==> src/rtl/pc_fetch_if.sv <==
// Fetch/execute bus between the sequencer, its controller and the program ROM.
interface pc_fetch_if #(
  parameter int ADDR_W = 12,
  parameter int DATA_W = 8
);
  logic                  en;
  logic                  pc_inc;
  logic                  pc_load;
  logic [ADDR_W-1:0]     load_addr;
  logic [DATA_W-1:0]     rom_data;
  logic [ADDR_W-1:0]     pc_addr;
  logic [DATA_W/2-1:0]   instr;
  logic [DATA_W/2-1:0]   oprnd;
  logic                  phase;
  logic                  fetch_valid;

  modport master (
    output en, pc_inc, pc_load, load_addr, rom_data,
    input  pc_addr, instr, oprnd, phase, fetch_valid
  );

  modport slave (
    input  en, pc_inc, pc_load, load_addr, rom_data,
    output pc_addr, instr, oprnd, phase, fetch_valid
  );
endinterface

==> src/rtl/pc_fetch.sv <==
// Two-phase program counter: FETCH latches the ROM word, EXECUTE advances or loads the PC.
module pc_fetch #(
  parameter int ADDR_W = 12,
  parameter int DATA_W = 8
) (
  input  logic       clk,
  input  logic       reset,
  pc_fetch_if.slave  bus
);
  localparam int HALF_W = DATA_W / 2;

  localparam logic [0:0] FETCH   = 1'b0;
  localparam logic [0:0] EXECUTE = 1'b1;

  logic [0:0]        state;
  logic [ADDR_W-1:0] pc;
  logic [HALF_W-1:0] instr_q;
  logic [HALF_W-1:0] oprnd_q;
  logic              fetch_valid_q;

  // Increment wraps modulo 2^ADDR_W with no carry out.
  function automatic logic [ADDR_W-1:0] next_pc(input logic [ADDR_W-1:0] cur);
    return cur + ADDR_W'(1);
  endfunction

  always_ff @(posedge clk) begin
    if (reset) begin
      state         <= FETCH;
      pc            <= '0;
      instr_q       <= '0;
      oprnd_q       <= '0;
      fetch_valid_q <= 1'b0;
    end else if (bus.en) begin
      if (state == FETCH) begin
        instr_q       <= bus.rom_data[DATA_W-1:HALF_W];
        oprnd_q       <= bus.rom_data[HALF_W-1:0];
        fetch_valid_q <= 1'b1;
        state         <= EXECUTE;
      end else begin
        // Load outranks increment; requests only count in this phase.
        if (bus.pc_load)
          pc <= bus.load_addr;
        else if (bus.pc_inc)
          pc <= next_pc(pc);
        fetch_valid_q <= 1'b0;
        state         <= FETCH;
      end
    end
  end

  assign bus.pc_addr     = pc;
  assign bus.instr       = instr_q;
  assign bus.oprnd       = oprnd_q;
  assign bus.phase       = state[0];
  assign bus.fetch_valid = fetch_valid_q;
endmodule

==> src/flat_wrapper.sv <==
// flat-port wrapper written by rule: the top's interface ports become plain ports
module pc_fetch_flat 
#(
  parameter int ADDR_W = 12,
  parameter int DATA_W = 8
)
  (clk, reset, bus_en, bus_pc_inc, bus_pc_load, bus_load_addr, bus_rom_data, bus_pc_addr, bus_instr, bus_oprnd, bus_phase, bus_fetch_valid);
  pc_fetch_if #(.ADDR_W(ADDR_W), .DATA_W(DATA_W)) bus_i ();
  input  logic clk;
  input  logic reset;
  input wire logic [$bits(bus_i.en)-1:0] bus_en;
  input wire logic [$bits(bus_i.pc_inc)-1:0] bus_pc_inc;
  input wire logic [$bits(bus_i.pc_load)-1:0] bus_pc_load;
  input wire logic [$bits(bus_i.load_addr)-1:0] bus_load_addr;
  input wire logic [$bits(bus_i.rom_data)-1:0] bus_rom_data;
  output wire logic [$bits(bus_i.pc_addr)-1:0] bus_pc_addr;
  output wire logic [$bits(bus_i.instr)-1:0] bus_instr;
  output wire logic [$bits(bus_i.oprnd)-1:0] bus_oprnd;
  output wire logic [$bits(bus_i.phase)-1:0] bus_phase;
  output wire logic [$bits(bus_i.fetch_valid)-1:0] bus_fetch_valid;
  assign bus_i.en = bus_en;
  assign bus_i.pc_inc = bus_pc_inc;
  assign bus_i.pc_load = bus_pc_load;
  assign bus_i.load_addr = bus_load_addr;
  assign bus_i.rom_data = bus_rom_data;
  assign bus_pc_addr = bus_i.pc_addr;
  assign bus_instr = bus_i.instr;
  assign bus_oprnd = bus_i.oprnd;
  assign bus_phase = bus_i.phase;
  assign bus_fetch_valid = bus_i.fetch_valid;
  pc_fetch #(.ADDR_W(ADDR_W), .DATA_W(DATA_W)) u_core (.clk(clk), .reset(reset), .bus(bus_i));
endmodule
==> config.mk <==
export PLATFORM = sky130hd
export DESIGN_NAME = pc_fetch_flat
export DESIGN_NICKNAME = d
export VERILOG_FILES = /design/src/rtl/pc_fetch_if.sv /design/src/rtl/pc_fetch.sv /design/src/flat_wrapper.sv
export SDC_FILE = /design/constraint.sdc
export NUM_CORES = 1
export LEC_CHECK = 0
export CORE_UTILIZATION = 30
export DETAILED_ROUTE_END_ITERATION = 8
export GPL_TIMING_DRIVEN = 0
export PLACE_DENSITY_LB_ADDON = 0.05
export SKIP_LAST_GASP = 1
export SYNTH_ARGS = -nofsm -noshare
export SYNTH_HDL_FRONTEND = slang
export SYNTH_SLANG_ARGS = --single-unit
==> constraint.sdc <==
create_clock -name clk -period 1.2 [get_ports clk]
set_input_delay 0.12 -clock clk [delete_from_list [all_inputs] [get_ports clk]]
set_output_delay 0.12 -clock clk [all_outputs]
set_load 0.05 [all_outputs]
[Word-level counts from Yosys, hierarchy flattened]
Cells that the tools add are included.
Storage, ports and cells
  memories kept: 0
  latch bits: 0
  input bits: 25
  bits in registers: 21
  output and inout port bits: 22
  RAM bits: 0
  memory bits (read-only): 0
Operators by class
  reduce and logical (&&, ||, !) cells: 3
  $add $sub $neg: 1
  eq/ne operators: 0
  order comparisons: 0
  shift-type cells: 0
  div/mod/pow operators: 0
  muxes and demuxes: 3
  multiply operators: 0
  bitwise gates (word level): 1
Operators by type and width (count)
  12-bit two-way mux: 2
  12-bit by 1-bit adder with 12-bit output (second input constant): 1
  3-bit AND reduction: 1
  2-bit AND reduction: 1
  2-bit nonzero test: 1
  1-bit two-way mux: 1
  1-bit NOT: 1

[Depth between registers and ports, before layout]
Gate-level depths: netlist of the first run.
  word-level depth: 3
  depth in mapped cells: 5
  gate-level depth less buffers: 5

[Worst setup path after synthesis of the first run]
OpenSTA, ideal clock, no wires.
  kind: register to register
  start: register u_core.pc[0] (netlist: u_core.bus.pc_addr[0])
  end: register u_core.pc[10] (netlist: u_core.bus.pc_addr[10])
  data arrival time: 1.625 ns
  slack: -0.549 ns
  cell stages (with the launch flop): 6
  buffers on the path: 0
  cells stage by stage: dfxtp_1 -> ha_1 -> nand3_2 -> nor3_1 -> mux2i_1 -> a31oi_1
On the way
  cells in the longest elaborated chain, start to end: 3
RTL lines
  start: declaration: line pc_fetch.sv:16  | logic [ADDR_W-1:0] pc;
  start signal: assignment: line pc_fetch.sv:42  | pc <= bus.load_addr;
  start signal: assignment: line pc_fetch.sv:44  | pc <= next_pc(pc);
  12-bit by 1-bit adder with 12-bit output: line pc_fetch.sv:23  | return cur + ADDR_W'(1);
  12-bit two-way mux: line pc_fetch.sv:43  | else if (bus.pc_inc)
  12-bit two-way mux: line pc_fetch.sv:41  | if (bus.pc_load)
No other way between the ends. The select of a mux whose other input is x is not followed.
A chain may end at the register's enable or synchronous reset.

[Worst setup path in the final report of the first run]
  start: register u_core.pc[4] (netlist: u_core.bus.pc_addr[4])
  end: register u_core.pc[11] (netlist: u_core.bus.pc_addr[11])
Same word-level chain as after synthesis.

==> key figures, run 1 <==
Synthesis
  • Post-synth top cells: nand2_1, dfxtp_1, a21oi_1
  • Post-Synth XOR/XNOR Area: 0%
  • Synthesized Nets: between 150 and 200
  • Multiplexer share of the synthesized area: between 2 and 3%
  • Gate Count Post-Synth: 143
  • Post-Synth Adder-Cell Area: under 10%
  • Area contributors post-synth: dfxtp_1, nand2_1, a21oi_1
  • Yosys warns: 0
  • Async set or reset register ratio after synthesis: 0%
  • Synth unique cells: 38
  • Synth Area in Simple Gates: 27.1%
  • Synth Area in Compound Gates: 23.7%
  • Area leader, netlist: dfxtp_1
  • #FFs+latches synth: 21
  • Main combinational cell family by area after synthesis: simple AND/OR/NAND/NOR gates
  • Top cell type's share of synthesized area: a little over a third
  • Main flop type after synthesis: dfxtp_1
  • Sequential-to-total area share from yosys stat: 36.6%
  • Post-Syn Area: 1150 µm²
  • Number of synthesized flops with an enable pin: 0
  • Syn avg cell area: 8.03 µm²
  • Most frequent cell after synthesis: nand2_1

Place
  • Placed cells: 237
  • Post-DP HPWL: 2460 µm
  • Placement Cell Area: 1760 µm²
  • RePlAce Congestion: between 0.7 and 0.8
  • I/O Buffers: 46

Clocking
  • Clock net sink count: 21
  • Total CTS buffers: 3
  • TritonCTS clock tree: built
  • Post-CTS Hold Buffers: 0
  • Clock tree buffer depth: 2
  • Clock Tree Root: clkbuf_8
  • Latest clock arrival within the worst-skew pair: 0.27 ns
  • Clock-pin slew on the worst setup and hold paths: around 0.09 ns
  • Htree depth: 1

Global routing
  • Global-route wire length before repair: around 5900 µm
  • Initial antenna violation count: 0
  • Largest net degree at the start of global routing: 13
  • GRT overflow: 0
  • Vias in the first global route: ~1300
  • Overall fraction of global-route tracks in use: 18.6%

Setup path
  • Crit Path Max Fanout: 6
  • Crit path DAT: 1.41 ns
  • Startpoint types: register
  • R2R depth: 4
  • R2R Path End: u_core.bus.pc_addr[11]
  • R2R Setup Slk: -0.05 ns
  • Start-to-end type of the worst setup path: reg2reg
  • Worst r2r src: u_core.bus.pc_addr[4]
  • Required @ worst endpoint: between 1 and 1.5 ns
  • Critical path origin: u_core.bus.pc_addr[4]
  • CP endpoint kind: register

Timing
  • Least-Margin Pin Slew: 0.466 ns
  • Fin crit period: 1.25 ns
  • Rel. slew slack: 68.9%
  • Final Hold Fails: 0
  • Final Setup Violations: 2
  • Final Skew: 0.0127 ns
  • Unrepaired setup endpoints after global routing: true
  • Slew Limit Fails: 0
  • Tcrit/Tclk final: 104%
  • Max frequency: 0.801 GHz
  • Setup TNS: -0.0488 ns
  • PnR worst setup slack: -0.0487 ns

Worst hold path
  • Hold Crit Class: in2reg
  • Number of cells on the worst hold path: 3
  • Hold Startpoint: bus_en
  • WHS Endpoint: u_core.bus.phase

Outcome
  • Failing checks: negative setup slack
  • Outcome: complete, but fails checks

Routing
  • Final WL: 3510 µm
  • Via density: 5.17
  • Detail Route Antenna Nets: 0
  • # DRC: 0
  • Iteration-0 DRC Markers: 40
  • Routed WL per cell: 14.3 µm
  • Vias: 1271
  • Initial DRT Pass Iterations: 7

Finish
  • # nets final: ~230
  • Multi-input combinational cell area: 759 µm²
  • Area delta synth->final: 69.7%
  • FF/Latch Area: 465 µm²
  • Post-route insts no fill: 246
  • Design area: 1950 µm²
  • FILL cells: 362
  • # diodes: 0
  • Layout cell share with drive strength beyond 1: roughly 38%
  • Final core utilization: 53.2%

Die
  • Die height: 63.9 µm
  • Core area: 3660 µm²
  • Chip width: roughly 64 µm
  • Die area: around 4100 µm²
  • Starting Density: 31.4%
  • Cell Rows: 22
  • I/O pins: 47

Pwr
  • Power density over cell area: 850 nW/µm²
  • Total chip power: 1660 µW
  • P_leak: 0.000696 µW
  • VDD IR max: 0.381 mV

Flow run
  • Max cap viols: 0
==> routing by layer <==
| metal | vias to the layer above | global-route usage, % | wire (µm) |
|---|---|---|---|
| li1 | 622 | - | - |
| met1 | 609 | 24.1 | 1600 |
| met2 | 35 | 31.1 | 1710 |
| met3 | 5 | 2.68 | 164 |
| met4 | 0 | 6.53 | 38 |
| met5 | - | 0 | 0 |
==> cells by family (layout without fill, tap and decap cells) <==
family | Yosys count | count (layout)
compound gates | 44 | 44
fa+ha+maj | 1 | 1
buf+inv | 14 | 69
flops | 21 | 21
mux | 3 | 3
simple gates | 60 | 60
==> per-stage QoR <==
step / hold slack (ns) / setup WS [ns]
2_1_floorplan: 0.228 / -0.0488
6_report: 0.402 / -0.0487
3_3_place_gp: 0.444 / -0.364
3_5_place_dp: 0.452 / -0.378
4_1_cts: 0.396 / -0.0367
5_1_grt: 0.415 / -0.135
==> state kept, by name, indices dropped and copies added, names as in the netlist <==
register and count:
u_core.bus.phase 1, u_core.bus.oprnd 4, u_core.bus.instr 4, u_core.bus.pc_addr 12
==> layout by cell type (no fill, tap or decap), types with 4 or more instances in the layout <==
master / count
buf_4: 6
inv_1: 4
nand3_1: 5
dfxtp_1: 9
clkdlybuf4s50_1: 21
clkbuf_8: 7
nand2b_1: 4
a31oi_1: 5
dfxtp_4: 12
buf_2: 5
clkdlybuf4s15_2: 18
nand2_1: 29
nor2_1: 4
a21oi_1: 15
==> how the worst max path moves through the flow <==
stage	to	slack, ns
final	u_core.bus.pc_addr[11]	-0.05
after global routing	u_core.bus.pc_addr[8]	-0.14
after CTS	bus_phase	-0.04
after detailed placement	u_core.bus.pc_addr[0]	-0.38
after global placement	u_core.bus.pc_addr[4]	-0.36
after floorplan	u_core.bus.pc_addr[11]	-0.05
==> layout make-up <==
type                       count  share of cell area [%]
multi-input combinational    108                    39.0
tap                           48                    3.08
timing repair buffer          52                    26.6
clock buffer                   3                    2.12
inverter                       4                   0.770
sequential                    21                    23.9
clock inverter                 1                   0.257
buffer                         9                    4.30
==> critical path, stage by stage (launching register included) <==
cell	delay (ns)
dfxtp_4	0.40
nand3_4	0.15
nor4_4	0.29
mux2i_1	0.21
a31oi_1	0.09
==> power by group <==
| part | switching [µW] | leakage (µW) | total, µW | internal [µW] |
|---|---|---|---|---|
| combinational | 247 | 0.000490 | 430 | 184 |
| sequential | 34.5 | 0.000180 | 745 | 710 |
| clock | 249 | 0.0000255 | 481 | 232 |
==> timing repair <==
action | in CTS | in global routing
resized for setup | 78 | 17
pin swaps | 4 | 3
buffers inserted | 2 | 3
endpoints found under the setup margin | 36 | 24
gates cloned | 1 | 0
Note: power is estimated with default switching activity, not from simulation.
==> inputs of run 2 (changes only) <==
--- a/config.mk
+++ b/config.mk
@@ -5,10 +5,12 @@
 export SDC_FILE = /design/constraint.sdc
 export NUM_CORES = 1
 export LEC_CHECK = 0
+export CORE_ASPECT_RATIO = 0.75
 export CORE_UTILIZATION = 30
 export DETAILED_ROUTE_END_ITERATION = 8
 export GPL_TIMING_DRIVEN = 0
 export PLACE_DENSITY_LB_ADDON = 0.05
+export REMOVE_ABC_BUFFERS = 1
 export SKIP_LAST_GASP = 1
 export SYNTH_ARGS = -nofsm -noshare
 export SYNTH_HDL_FRONTEND = slang
==> run 2 against run 1 <==
Effect of this change: critical path type unchanged; global-route usage down 2.3 points; the flow still finishes with violations (negative setup slack); routed wire length down 6.8%; clock skew down 0.012 ns; sequential share of layout area up 0.90 points; non-clock buffer count down 3; hold slack worse by 0.096 ns; critical path depth up 1; combinational power down 6.0%; clock power down 5.2%; power down 2.8%; sequential power up 0.7%; utilization down 3.3 points; critical endpoint is now u_core.bus.pc_addr[10].
==> key figures, run 2 (synthesis results as in run 1) <==
Clocking
  • TritonCTS clock tree: built
  • Clock-pin slew on the worst setup and hold paths: approximately 0.07 ns
  • Total CTS buffers: 3
  • Clock Tree Root: clkbuf_8
  • Latest clock arrival within the worst-skew pair: 0.26 ns
  • Htree depth: 1
  • Clock tree buffer depth: 2
  • Clock net sink count: 21

Finish
  • # diodes: 0
  • Design area: 1830 µm²
  • Final core utilization: 49.9%
  • # nets final: 222
  • Layout cell share with drive strength beyond 1: between 30% and 40%
  • Max reg flops: 12
  • Most frequent cells in the layout: nand2_1, clkdlybuf4s50_1, a21oi_1, clkdlybuf4s15_2
  • Commonest non-fill, non-tap cell in the layout: nand2_1
  • Area delta synth->final: 59.1%

Timing
  • Slew Limit Fails: 0
  • Rel. slew slack: 41.3%
  • PnR worst setup slack: -0.0649 ns
  • Max frequency: about 0.79 GHz
  • Final Skew: 0.00107 ns
  • Least-Margin Pin Slew: 0.880 ns
  • Final Hold Fails: 0
  • Tcrit/Tclk final: 105%
  • Unrepaired setup endpoints after global routing: true
  • Fin crit period: between 1 and 1.5 ns
  • Final Setup Violations: 7

Worst hold path
  • Hold Crit Class: in2reg

Global routing
  • Initial antenna violation count: 0
  • GRT overflow: 0
  • Largest net degree at the start of global routing: 33
  • Overall fraction of global-route tracks in use: 16.3%
  • Vias in the first global route: 1075
  • Global-route wire length before repair: 5200 µm

Routing
  • Detail Route Antenna Nets: 0
  • # DRC: 0
  • Final WL: 3280 µm
  • Vias: approximately 1200
  • Initial DRT Pass Iterations: 4
  • Routed WL per cell: 13.3 µm
  • Iteration-0 DRC Markers: 54
  • Via density: 4.91

Outcome
  • Outcome: complete, but fails checks
  • Failing checks: negative setup slack

Die
  • Cell Rows: 19
  • Chip width: between 70 and 80 µm
  • Die area: 4080 µm²
  • Starting Density: a little under a third
  • Core area: 3660 µm²
  • I/O pins: 47
  • Die height: around 56 µm

Setup path
  • CP endpoint kind: register
  • Required @ worst endpoint: 1.31 ns
  • Startpoint types: register
  • Crit Path Max Fanout: 5
  • Crit path DAT: 1.37 ns
  • Start-to-end type of the worst setup path: reg2reg

Pwr
  • Power share of the sequential group: 46.5%
  • Total chip power: 1610 µW
  • VDD IR max: 0.631 mV
  • Sw frac: 30.5%
  • P_sw: just under 500 µW
  • P_leak: 0.000655 µW
  • Power density over cell area: just under 900 nW/µm²
  • Int Pwr: between 1000 and 1500 µW
  • Clock group share of total power: 28.3%
  • Gate power share: between 20% and 30%

Place
  • I/O Buffers: between 40 and 50
  • Worst slack, placed: -1.45 ns
  • Placement Cell Area: 1590 µm²
  • Post-DP HPWL: 2040 µm
  • RePlAce Congestion: ~0.73

Flow run
  • Max cap viols: 0
## run 2: cell types whose count changed in the layout (fill, tap and decap cells not counted), sizes merged
cell | before | now
clkdlybuf4s50 | 21 | 20
clkbuf | 9 | 4
clkinv | 1 | 0
clkdlybuf4s15 | 18 | 15
buf | 12 | 20
clkdlybuf4s18 | 1 | 0
## run 2: power by group through the flow
stage | registers (µW) | clock network (µW) | logic (µW)
final | 750 | 456 | 404
after global routing | 754 | 520 | 432
after CTS | 760 | 478 | 395
after detailed placement | 773 | 0 | 388
after global placement | 772 | 0 | 383
after floorplan | 884 | 0 | 84.3
## run 2: area by class of cell
type,count,area (µm²)
multi-input cells,108,721
flip-flops and latches,21,453
clock buffers,4,45.0
fillers,376,1830
repair buffers,58,529
inverters,4,15.0
well taps,52,65.1
## run 2: worst max-delay path, cell delays in order, from the launching register on
cell and delay, ns:
dfxtp_4 0.40, ha_4 0.17, nand3_4 0.11, nor3_2 0.14, mux2i_1 0.21, a31oi_1 0.09
## run 2: stage by stage
stage / instances / hold slack [ns] / TNS, ns
floorplan: 133 / 0.189 / -12.16
global placement: 231 / 0.442 / -20.14
detailed placement: 231 / 0.449 / -21.68
CTS: 241 / 0.295 / -0.471
global route: 247 / 0.335 / -1.07
finish: 247 / 0.306 / -0.282
## run 2: final timing paths
kind	from	endpoint	slack (ns)	cells after the start
setup / recovery	u_core.bus.pc_addr[0]	u_core.bus.pc_addr[10]	-0.06	5
hold / removal	bus_pc_load	u_core.bus.pc_addr[0]	0.31	3
hold reg to reg	u_core.bus.instr[1]	u_core.bus.instr[1]	0.46	2
setup reg to reg	u_core.bus.pc_addr[0]	u_core.bus.pc_addr[10]	-0.06	5
## run 2: routing by layer
metal	up-vias	global-route usage, %	wire (µm)
met2	26	24.1	1460
met5	-	0	0
met4	0	3.02	16
met3	2	4.71	162
li1	622	-	-
met1	562	23.5	1640
## run 2: timing repair
action                     CTS  global route
gates resized for setup    110            20
setup endpoints to repair   42            19
hold buffers                 0             0
setup buffers                5             6
cloned                       1             0
pin swaps                    5             7
